<file path="src/rtl/rbm_pkg.sv">
// rtl/rbm_pkg.sv - shared widths, clamp values and FSM states for the RBM hidden accumulator
package rbm_pkg;

  localparam int BITLENGTH = 16;
  localparam logic [BITLENGTH-1:0] INF = 16'h7FFF;
  localparam logic [BITLENGTH-1:0] NEG_INF = 16'h8001;
  localparam int MAX_LEN_DEFAULT = 1024;

  typedef enum logic [1:0] {
    IDLE,
    ACCUM,
    DONE
  } state_t;

endpackage

</file>
<file path="src/rtl/i_ap_adder.sv">
// rtl/i_ap_adder.sv - combinational two's complement saturating adder, clamps to +/-INF
module i_ap_adder #(
  parameter int BITLENGTH = 16,
  parameter logic [BITLENGTH-1:0] INF = 16'h7FFF
) (
  input  logic [BITLENGTH-1:0] a,
  input  logic [BITLENGTH-1:0] b,
  output logic [BITLENGTH-1:0] sum
);

  logic [BITLENGTH-1:0] tmp;
  logic                 pos_ovf;
  logic                 neg_ovf;

  assign tmp     = a + b;
  assign pos_ovf = !a[BITLENGTH-1] && !b[BITLENGTH-1] && tmp[BITLENGTH-1];
  assign neg_ovf = a[BITLENGTH-1] && b[BITLENGTH-1] && !tmp[BITLENGTH-1];

  // Negative clamp is -INF, so the most negative code is never produced by clamping.
  always_comb begin
    sum = tmp;
    if (pos_ovf) sum = INF;
    else if (neg_ovf) sum = -INF;
  end

endmodule

</file>
<file path="src/rtl/rbm_hidden_accum.sv">
// rtl/rbm_hidden_accum.sv - streams (w, v) beats into one saturated RBM hidden pre-activation per vector
module rbm_hidden_accum
  import rbm_pkg::*;
#(
  parameter int MAX_LEN = MAX_LEN_DEFAULT,
  parameter int CNT_W   = 11
) (
  input  logic                 clk,
  input  logic                 rst_n,
  input  logic [BITLENGTH-1:0] bias,
  input  logic                 in_valid,
  output logic                 in_ready,
  input  logic [BITLENGTH-1:0] in_w,
  input  logic                 in_v,
  input  logic                 in_last,
  output logic                 out_valid,
  input  logic                 out_ready,
  output logic [BITLENGTH-1:0] out_sum,
  output logic                 out_sat,
  output logic                 out_len_err,
  output logic [CNT_W-1:0]     out_count
);

  state_t               state;
  logic [BITLENGTH-1:0] acc;
  logic [CNT_W-1:0]     count;
  logic                 sat;
  logic                 len_err;

  logic [BITLENGTH-1:0] term;
  logic [BITLENGTH-1:0] a_op;
  logic [BITLENGTH-1:0] add_sum;
  logic [BITLENGTH-1:0] tmp;
  logic                 sat_step;
  logic                 accept;
  logic [CNT_W-1:0]     count_nxt;
  logic                 at_max;

  assign term   = in_v ? in_w : '0;
  assign a_op   = (state == IDLE) ? bias : acc;
  assign accept = in_valid && in_ready;

  i_ap_adder #(
    .BITLENGTH(BITLENGTH),
    .INF      (INF)
  ) u_adder (
    .a  (a_op),
    .b  (term),
    .sum(add_sum)
  );

  // Mirror the adder's overflow equations to flag that this step clamped.
  assign tmp      = a_op + term;
  assign sat_step = (!a_op[BITLENGTH-1] && !term[BITLENGTH-1] && tmp[BITLENGTH-1]) ||
                    (a_op[BITLENGTH-1] && term[BITLENGTH-1] && !tmp[BITLENGTH-1]);

  assign count_nxt = count + CNT_W'(1);
  assign at_max    = (count_nxt == CNT_W'(MAX_LEN));

  always_ff @(posedge clk or negedge rst_n) begin
    if (!rst_n) begin
      state   <= IDLE;
      acc     <= '0;
      count   <= '0;
      sat     <= 1'b0;
      len_err <= 1'b0;
    end else begin
      case (state)
        IDLE: begin
          if (accept) begin
            acc     <= add_sum;
            count   <= CNT_W'(1);
            sat     <= sat_step;
            len_err <= 1'b0;
            state   <= (in_last || MAX_LEN == 1) ? DONE : ACCUM;
          end
        end
        ACCUM: begin
          if (accept) begin
            acc   <= add_sum;
            count <= count_nxt;
            sat   <= sat | sat_step;
            if (in_last) begin
              state <= DONE;
            end else if (at_max) begin
              state   <= DONE;
              len_err <= 1'b1;
            end
          end
        end
        DONE: begin
          // Result registers stay put until the next vector's first beat overwrites them.
          if (out_ready) state <= IDLE;
        end
        default: state <= IDLE;
      endcase
    end
  end

  assign in_ready    = (state != DONE);
  assign out_valid   = (state == DONE);
  assign out_sum     = acc;
  assign out_count   = count;
  assign out_sat     = sat;
  assign out_len_err = len_err;

endmodule

</file>
<file path="config.mk">
export PLATFORM = sky130hd
export DESIGN_NAME = rbm_hidden_accum
export DESIGN_NICKNAME = d
export VERILOG_FILES = /design/src/rtl/rbm_pkg.sv /design/src/rtl/i_ap_adder.sv /design/src/rtl/rbm_hidden_accum.sv
export SDC_FILE = /design/constraint.sdc
export NUM_CORES = 1
export LEC_CHECK = 0
export CORE_ASPECT_RATIO = 1.1
export CORE_UTILIZATION = 45
export CTS_CLUSTER_DIAMETER = 80
export DETAILED_ROUTE_END_ITERATION = 12
export PLACE_DENSITY = 0.75
export SYNTH_ARGS = -nofsm -noshare
export SYNTH_HDL_FRONTEND = slang
export SYNTH_HIERARCHICAL = 1
export SYNTH_SLANG_ARGS = --single-unit
</file>
<file path="constraint.sdc">
create_clock -name clk -period 8 [get_ports clk]
set_input_delay 2.4 -clock clk [delete_from_list [all_inputs] [get_ports clk]]
set_output_delay 2.4 -clock clk [all_outputs]
set_load 0.02 [all_outputs]
</file>
==> results of run 1 <==
[stage by stage]
step / hold slack (ns) / power [mW] / area, sq um
after CTS: 0.497 / 0.941 / 3910
after floorplan: 0.591 / 0.614 / 3100
final: 0.489 / 0.937 / 3910
after detailed placement: 0.480 / 0.818 / 3830
after global routing: 0.509 / 1.01 / 3910
after global placement: 0.479 / 0.808 / 3830
[logic make-up after synthesis]
family	count (synthesis)	synth area share, %
fa+ha+maj	36	15.0
buf+inv	27	4.24
simple gates	160	27.1
flops	31	25.0
mux	19	6.78
xor+xnor	11	3.35
compound gates	83	18.5
[routing by layer]
layer,track usage [%],routed length (um)
met1,28.8,3520
met2,38.1,3780
met3,2.45,317
met4,5.84,80
met5,0,0
[power breakdown]
part	internal, mW	total (mW)	switching (mW)
logic	0.260	0.566	0.306
registers	0.203	0.252	0.0492
clock network	0.0610	0.120	0.0586
total	0.523	0.937	0.414
[worst reg2reg max path, cell delays in order, from the launching register on]
cell and delay [ns]:
dfrtp_1 0.60, nor2_1 0.47, buf_4 0.30, mux2_2 0.38, ha_1 0.38, a21oi_1 0.20, a21boi_0 0.13, a311oi_2 0.32
o21ai_0 0.15, a21o_1 0.21, fa_1 0.50, nor2b_1 0.05, buf_4 0.19, nor4b_1 0.36, a21oi_1 0.07, o2111ai_1 0.13
nand2_1 0.07, nand2_1 0.06
[cell usage in the layout (no fill, tap or decap), types with 3 or more instances in the layout]
master / n
o21ai_0: 19
buf_4: 5
nor2b_1: 3
and2_1: 16
and4_1: 4
ha_1: 34
dfrtp_1: 31
a21o_1: 8
a21oi_1: 19
mux2_2: 16
xor2_1: 6
inv_1: 11
nor3_1: 5
xnor2_1: 4
nand3_1: 11
mux2i_1: 3
o21a_1: 4
a22o_1: 7
nand4_1: 7
nand2b_1: 7
a21oi_2: 3
nand2_1: 79
clkdlybuf4s50_1: 68
nor2_1: 8
clkbuf_8: 5
nor3b_1: 3
[cell type report]
class | instances | area, sq um | area share, %
multi-input cells | 309 | 2190 | 56.0
clock buffers | 7 | 76.3 | 1.95
well taps | 82 | 103 | 2.62
clock inverters | 1 | 5.00 | 0.128
repair buffers | 73 | 718 | 18.4
flip-flops and latches | 31 | 776 | 19.8
inverters | 11 | 41.3 | 1.06
[worst max-delay path by stage]
stage,start,slack (ns),to
floorplan,in_v,2.47,out_sum[11]$_DFFE_PN0P_
global placement,in_v,1.85,out_sum[11]$_DFFE_PN0P_
detailed placement,in_v,1.76,out_sum[11]$_DFFE_PN0P_
CTS,in_v,2.01,out_sum[13]$_DFFE_PN0P_
global route,in_v,1.73,out_sum[13]$_DFFE_PN0P_
finish,in_v,2.02,out_sum[13]$_DFFE_PN0P_
[registers in the layout, summed over array words and instances, names as in the netlist]
register / flops
out_sat: 1
out_len_err: 1
out_count: 11
out_sum: 16
state: 2
==> metrics.yaml, run 1 <==
outcome:
  status: "completed"
setup_path:
  crit_family: "compound AO/OA/AOI/OAI gates"
  crit_slowest_cell: "clkdlybuf4s50_1"
  critPathArrivalTime_ns: 6.20
  max_stage_delay_ns: 0.62
  cp_cell_sequence: "clkdlybuf4s50_1, and2_1, ha_1, and4_1, a21oi_2, o21ai_2, a311oi_2, o21ai_0, a21o_1, fa_1, nor2b_1, buf_4, nor4b_1, a21oi_1, o2111ai_1, nand2_1, nand2_1"
  critPathBufInv: 2
  end_kind: "flop"
  cp_max_fo: 20
  crit_type: "input port to flop"
  r2r_setup_slack_ns: 3.37
  crit_top_cell: "nand2_1"
  rr_endpoint: "out_sum[13]$_DFFE_PN0P_"
  cp.required_ns: 8.22
  r2r_cells: 17
  crit_path_start_kind: "input port"
  r2r-start: "state[0]$_DFFE_PN0P_"
  crit_cells: 17
finish:
  final_core_util_pct: 59.0
  diodes: 0
  drive_gt1_share_pct: 9.95
  instances_no_fill: 514
  fillers: 605
  final_net_count: 505
  synthToLayoutAreaGrowth_pct: 26.2
logic_synthesis:
  yosysMostFrequentCell: "nand2_1"
  synth_cell_type_count: 60
  synth_top_area_cell: "dfrtp_1"
  yosys-top-cells-area: "dfrtp_1, ha_1, nand2_1, mux2_2, and2_1"
  synth_warnings: 6
  synth-seq-cells: 31
  synth_common_cells: "nand2_1, ha_1, dfrtp_1, a21oi_1, o21ai_0"
  synth_edf_count: 0
  post-synth-top-area-fraction_pct: 25.0
  synth_ff_type: "dfrtp_1"
  syn_area_per_cell_sq_um: 8.44
  netlist_area_sq_mm: 0.00310
  syn_inst: 367
  yosysSeqAreaShare_pct: 25.0
  syn_nets: 441
  ys_async_sr_fraction_pct: 100
placed_design:
  post-place-ws_ns: 1.76
  hpwl_mm: 6.01
  globalplace.congestion: 0.932
  placed_cells: 506
  portBuffers: 68
floorplan:
  fp.coreArea_sq_mm: 0.00663
  initial_core_util_pct: 46.7
  die-width_um: 81.1
  num_rows: 31
  fp.dieH_um: 89.0
  die_area_sq_mm: 0.00722
  ios: 69
cts:
  root_buffer: "clkbuf_8"
  postCtsHoldBufs: 0
  cts_buffers: 5
  clockBufferDepth: 2
  clkTransAtPathRegs_ns: 0.07
  clk_latency_ns: 0.28
  clock-sinks: 31
  cts.htree.levels: 2
  post-cts-setup-buffer-count: 0
  cts_tree: "built"
  cts_resized: 0
sta:
  rsz0062_at_grt: "false"
  min_period_over_period_pct: 74.8
  worst_pin_slew_ns: 0.589
  hold_viol: 0
  period_needed_ns: 5.98
  setup_tns_ns: 0
  setup_viol: 0
  timing.fmax_ghz: 0.167
  fin_ws_ns: 2.02
  finalMaxSlewViolations: 0
  fin_skew_ns: 0.00544
  slew_headroom_pct: 60.7
route:
  via_count: 2904
  routed_wl_mm: 7.70
  post_drt_wl_per_cell_um: 15.0
  antenna_left: 0
  drc: 0
  viasPerCell: 5.65
  drt_pass1_iterations: 7
  drt_iter0_markers: 135
global_route:
  grt_pass1_wl_mm: 12.3
  antenna_found_initial: 0
  grt_max_degree: 32
  overflow: 0
  grt_pass1_vias: 2661
  gr-usage-all-layers_pct: 22.0
job:
  cap_violations: 0
power_and_ir_drop:
  peakVddDrop_mv: 0.120
  leakage_nw: 1.83
  p_per_area_mw_per_mm2: 240
min_path:
  hold_start: "out_len_err$_DFFE_PN0P_"
  hold_depth: 1
  min_to: "out_len_err$_DFFE_PN0P_"
  hold_path_class: "flop to flop"
No activity file was read; power rests on OpenSTA's default activity.
==> run 2, diff against run 1 <==
Settings changed: PLACE_DENSITY 0.75 to 0.77.
Clock period 8 ns to 5.35 ns, I/O delays scaled along.
==> run 2 against run 1 <==
- combinational power is 52% higher
- hold slack better by 0.011 ns
- flip-flop and latch count stayed put
- wire length is 1.4% lower
- global-route usage is 0.90 points higher
- sequential share of layout area is 0.33 points lower
==> metrics.yaml, run 2 (synthesis gave the netlist of run 1 again) <==
outcome:
  status: "completed"
placed_design:
  hpwl_mm: 6.02
  portBuffers: 68
  globalplace.congestion: 0.882
route:
  drt_iter0_markers: 89
  via_count: 2907
  drc: 0
  antenna_left: 0
  viasPerCell: 5.59
  routed_wl_mm: 7.59
  post_drt_wl_per_cell_um: 14.6
  drt_pass1_iterations: 4
setup_path:
  crit_path_start_kind: "input port"
  r2r_setup_slack_ns: 0.91
  end_kind: "flop"
  cp.required_ns: 5.52
  crit_type: "input port to flop"
  cp_max_fo: 20
  critPathArrivalTime_ns: 5.17
finish:
  drive_gt1_share_pct: 11.4
  diodes: 0
  final_net_count: 511
  mostFrequentLayoutCells: "nand2_1, clkdlybuf4s50_1, ha_1"
  largest_register_ffs: 16
  final_common_cell: "nand2_1"
  synthToLayoutAreaGrowth_pct: 28.3
cts:
  clk_latency_ns: 0.29
  cts.htree.levels: 2
  cts_tree: "built"
  post-cts-setup-buffer-count: 0
  clkTransAtPathRegs_ns: 0.07
  clock-sinks: 31
  root_buffer: "clkbuf_8"
  cts_resized: 0
  cts_buffers: 5
  postCtsHoldBufs: 0
  clockBufferDepth: 2
job:
  cap_violations: 0
global_route:
  grt_pass1_wl_mm: 12.9
  grt_pass1_vias: 2768
  antenna_found_initial: 0
  grt_max_degree: 32
  gr-usage-all-layers_pct: 22.9
  overflow: 0
sta:
  worst_pin_slew_ns: 0.787
  rsz0062_at_grt: "false"
  slew_headroom_pct: 47.6
  timing.fmax_ghz: 0.200
  setup_tns_ns: 0
  period_needed_ns: 5.00
  min_period_over_period_pct: 93.5
  hold_viol: 0
  fin_skew_ns: 0.00968
  setup_viol: 0
  finalMaxSlewViolations: 0
floorplan:
  die-width_um: 81.1
  fp.coreArea_sq_mm: 0.00663
  initial_core_util_pct: 46.7
  ios: 69
  fp.dieH_um: 89.0
  num_rows: 31
  die_area_sq_mm: 0.00722
min_path:
  hold_path_class: "flop to flop"
power_and_ir_drop:
  peakVddDrop_mv: 0.178
  finalPower_mw: 1.44
  p_per_area_mw_per_mm2: 363
  leakage_nw: 1.87
-- run 2: final cells by class --
cell class / count / area (sq um)
Clock buffer: 8 / 100
Fill cell: 583 / 2660
Inverter: 11 / 41.3
Multi-Input combinational cell: 309 / 2190
Sequential cell: 31 / 776
Tap cell: 82 / 103
Timing Repair Buffer: 79 / 766
-- run 2: metrics by stage --
| step | cell area [sq um] | setup WS, ns | hold WS, ns | instances | util, % |
|---|---|---|---|---|---|
| 6_report | 3980 | 0.350 | 0.500 | 520 | 60.0 |
| 5_1_grt | 3980 | 0.0435 | 0.523 | 520 | 60.0 |
| 4_1_cts | 3980 | 0.288 | 0.509 | 520 | 59.9 |
| 3_5_place_dp | 3870 | 0.00884 | 0.492 | 512 | 58.4 |
| 3_3_place_gp | 3870 | 0.120 | 0.483 | 512 | 58.4 |
| 2_1_floorplan | 3100 | 0.619 | 0.591 | 367 | - |
-- run 2: worst paths after layout --
kind | startpoint | end | depth (start not counted)
max | bias[3] | out_sum[11]$_DFFE_PN0P_ | 16
min | out_len_err$_DFFE_PN0P_ | out_len_err$_DFFE_PN0P_ | 1
max reg2reg | state[0]$_DFFE_PN0P_ | out_sum[11]$_DFFE_PN0P_ | 17
min reg2reg | out_len_err$_DFFE_PN0P_ | out_len_err$_DFFE_PN0P_ | 1
max in group asynchronous | rst_n | out_sum[1]$_DFFE_PN0P_ | 2
min in group asynchronous | rst_n | out_count[9]$_DFFE_PN0P_ | 2
-- run 2: critical path, cell delays in order --
cell	delay, ns
clkdlybuf4s50_1	0.39
mux2_2	0.29
ha_1	0.38
a21o_1	0.22
a21oi_2	0.17
o21ai_2	0.08
a311oi_2	0.30
o21ai_0	0.15
a21o_1	0.20
fa_1	0.45
nor2b_1	0.12
buf_4	0.23
nor4b_1	0.08
or3_1	0.38
nand2_1	0.06
nand2_1	0.05
-- run 2: report_power, final --
part | internal [mW] | switching (mW) | leakage (nW)
combinational | 0.402 | 0.457 | 1.43
clock | 0.117 | 0.0905 | 0.0515
sequential | 0.303 | 0.0739 | 0.394
-- run 2: layer usage --
layer | vias to the layer above | global-route usage (%) | share of wire [%] | wire length, um
met5 | - | 0 | 0 | 0
met4 | 0 | 6.33 | 1.0 | 76
met3 | 7 | 2.86 | 3.8 | 285
met2 | 68 | 39.5 | 49 | 3690
met1 | 1372 | 29.9 | 47 | 3540
li1 | 1460 | - | - | -
==> run 3, diff against run 2 <==
--- a/config.mk
+++ b/config.mk
@@ -8,7 +8,7 @@
 export CORE_ASPECT_RATIO = 1.1
 export CORE_UTILIZATION = 45
-export CTS_CLUSTER_DIAMETER = 80
+export CTS_CLUSTER_DIAMETER = 40
 export DETAILED_ROUTE_END_ITERATION = 12
-export PLACE_DENSITY = 0.77
+export PLACE_DENSITY = 0.75
 export SYNTH_ARGS = -nofsm -noshare
 export SYNTH_HDL_FRONTEND = slang
==> constraint.sdc (replaced) <==
create_clock -name clk -period 5 [get_ports clk]
set_input_delay 1 -clock clk [delete_from_list [all_inputs] [get_ports clk]]
set_output_delay 1 -clock clk [all_outputs]
set_load 0.02 [all_outputs]
==> run 3 against run 2 <==
- power rose by 4.9%
- largest cell class unchanged
- highest routed layer unchanged
- utilization is 0.57 points lower
- flip-flop and latch count stayed put
==> metrics.yaml, run 3 (synthesis gave the netlist of run 1 again) <==
outcome:
  status: "completed"
route:
  via_count: 2899
  routed_wl_mm: 7.87
  antenna_left: 0
  drt_pass1_iterations: 4
  viasPerCell: 5.62
  drc: 0
  drt_iter0_markers: 107
  post_drt_wl_per_cell_um: 15.2
floorplan:
  die_area_sq_mm: 0.00722
  fp.coreArea_sq_mm: 0.00663
  fp.dieH_um: 89.0
  die-width_um: 81.1
  num_rows: 31
  ios: 69
  initial_core_util_pct: 46.7
setup_path:
  crit_family: "compound AO/OA/AOI/OAI gates"
  crit_path_start_kind: "input port"
  max_stage_delay_ns: 0.55
  cp_max_fo: 20
  crit_type: "input port to flop"
  crit_slowest_cell: "clkdlybuf4s50_1"
  rr_endpoint: "out_sum[11]$_DFFE_PN0P_"
  critPathArrivalTime_ns: 4.60
  end_kind: "flop"
  r2r_cells: 16
  r2r_setup_slack_ns: 0.60
  critPathBufInv: 2
  r2r-start: "state[1]$_DFFE_PN0P_"
  cp_cell_sequence: "clkdlybuf4s50_1, and2_1, ha_1, a21o_1, a21oi_2, o21ai_2, a311oi_2, o21ai_0, a21o_1, fa_1, nor2b_1, buf_4, nor4b_1, or3_1, nand2_1, nand2_1"
  cp.required_ns: 5.17
finish:
  multiInputGateArea_sq_mm: 0.00219
  synthToLayoutAreaGrowth_pct: 27.1
  drive_gt1_share_pct: 10.8
  final_area_sq_mm: 0.00394
  largest_register_ffs: 16
  fillers: 602
  final_net_count: 508
  instances_no_fill: 516
  final_common_cell: "nand2_1"
  seqCellArea_sq_um: 776
  diodes: 0
  mostFrequentLayoutCells: "nand2_1, clkdlybuf4s50_1, ha_1"
sta:
  setup_viol: 0
  rsz0062_at_grt: "false"
  slew_headroom_pct: 64.7
  hold_viol: 0
  setup_tns_ns: 0
  finalMaxSlewViolations: 0
  fin_skew_ns: 0.00301
  worst_pin_slew_ns: 0.527
  period_needed_ns: 4.43
  fin_hold_ws_ns: 0.498
  timing.fmax_ghz: 0.226
  min_period_over_period_pct: 88.6
min_path:
  hold_depth: 1
  hold_path_class: "flop to flop"
  hold_start: "out_len_err$_DFFE_PN0P_"
  min_to: "out_len_err$_DFFE_PN0P_"
cts:
  cts_resized: 0
  clockBufferDepth: 2
  clkTransAtPathRegs_ns: 0.06
  cts_tree: "built"
  post-cts-setup-buffer-count: 0
  postCtsHoldBufs: 0
  root_buffer: "clkbuf_8"
  cts.htree.levels: 2
  clock-sinks: 31
  clk_latency_ns: 0.28
  cts_buffers: 5
power_and_ir_drop:
  power.share.sequential_pct: 26.3
  leakage_nw: 1.84
  comb_power_share_pct: 60.4
  peakVddDrop_mv: 0.246
  p_per_area_mw_per_mm2: 384
  p_sw_mw: 0.662
  p_sw_share_pct: 43.8
  pwr-share-clk_pct: 13.3
  p_int_mw: 0.852
global_route:
  grt_pass1_vias: 2828
  grtUsageMet1_pct: 30.8
  grt_util_met3_pct: 3.37
  grt_pass1_wl_mm: 13.3
  grt_max_degree: 32
  grt_util_met2_pct: 41.8
  gr-usage-all-layers_pct: 23.8
  overflow: 0
  antenna_found_initial: 0
  busiest_layer: "met2"
placed_design:
  portBuffers: 68
  globalplace.congestion: 0.926
  placed_cell_area_sq_mm: 0.00385
  placed_cells: 509
  hpwl_mm: 6.24
job:
  cap_violations: 0
## run 3: final cells by class
type                       count  area share [%]
inverter                      11            1.05
tap                           82            2.60
multi-input combinational    309            55.6
timing repair buffer          76            18.8
sequential                    31            19.7
clock buffer                   6            2.10
clock inverter                 1           0.127
## run 3: per-stage QoR
| step | total power [mW] | worst slack [ns] | util, % |
|---|---|---|---|
| after floorplan | 0.982 | 0.748 | - |
| after global placement | 1.30 | 0.326 | 58.1 |
| after detailed placement | 1.31 | 0.245 | 58.1 |
| after CTS | 1.52 | 0.544 | 59.4 |
| after global routing | 1.64 | 0.249 | 59.4 |
| final | 1.51 | 0.570 | 59.4 |
## run 3: worst max path at each step
| stage | start | to | cells past startpoint |
|---|---|---|---|
| 3_3_place_gp | in_v | out_sum[11]$_DFFE_PN0P_ | 16 |
| 2_1_floorplan | state[0]$_DFFE_PN0P_ | out_sum[11]$_DFFE_PN0P_ | 18 |
| 5_1_grt | in_v | out_sum[11]$_DFFE_PN0P_ | 16 |
| 4_1_cts | in_v | out_sum[11]$_DFFE_PN0P_ | 16 |
| 3_5_place_dp | in_v | out_sum[11]$_DFFE_PN0P_ | 16 |
| 6_report | in_v | out_sum[11]$_DFFE_PN0P_ | 16 |
## run 3: worst register-to-register path: stages, from the launching register on
cell and delay [ns]:
dfrtp_1 0.44, nor2_1 0.46, buf_4 0.31, mux2_2 0.38, ha_1 0.38, a21oi_1 0.20, a21boi_0 0.12, a311oi_2 0.32
o21ai_0 0.15, a21o_1 0.20, fa_1 0.45, nor2b_1 0.12, buf_4 0.22, nor4b_1 0.07, or3_1 0.37, nand2_1 0.06
nand2_1 0.04
## run 3: power groups by stage
stage	Combinational (mW)	Sequential, mW	Clock, mW
floorplan	0.516	0.466	0
global placement	0.902	0.400	0
detailed placement	0.913	0.400	0
CTS	0.917	0.398	0.205
global route	1.02	0.405	0.218
finish	0.914	0.399	0.201
## run 3: layer usage
layer / part of all wire (%) / vias up
met5: 0 / -
met1: 46 / 1371
met4: 0.99 / 0
met3: 4.1 / 8
li1: - / 1447
met2: 49 / 73
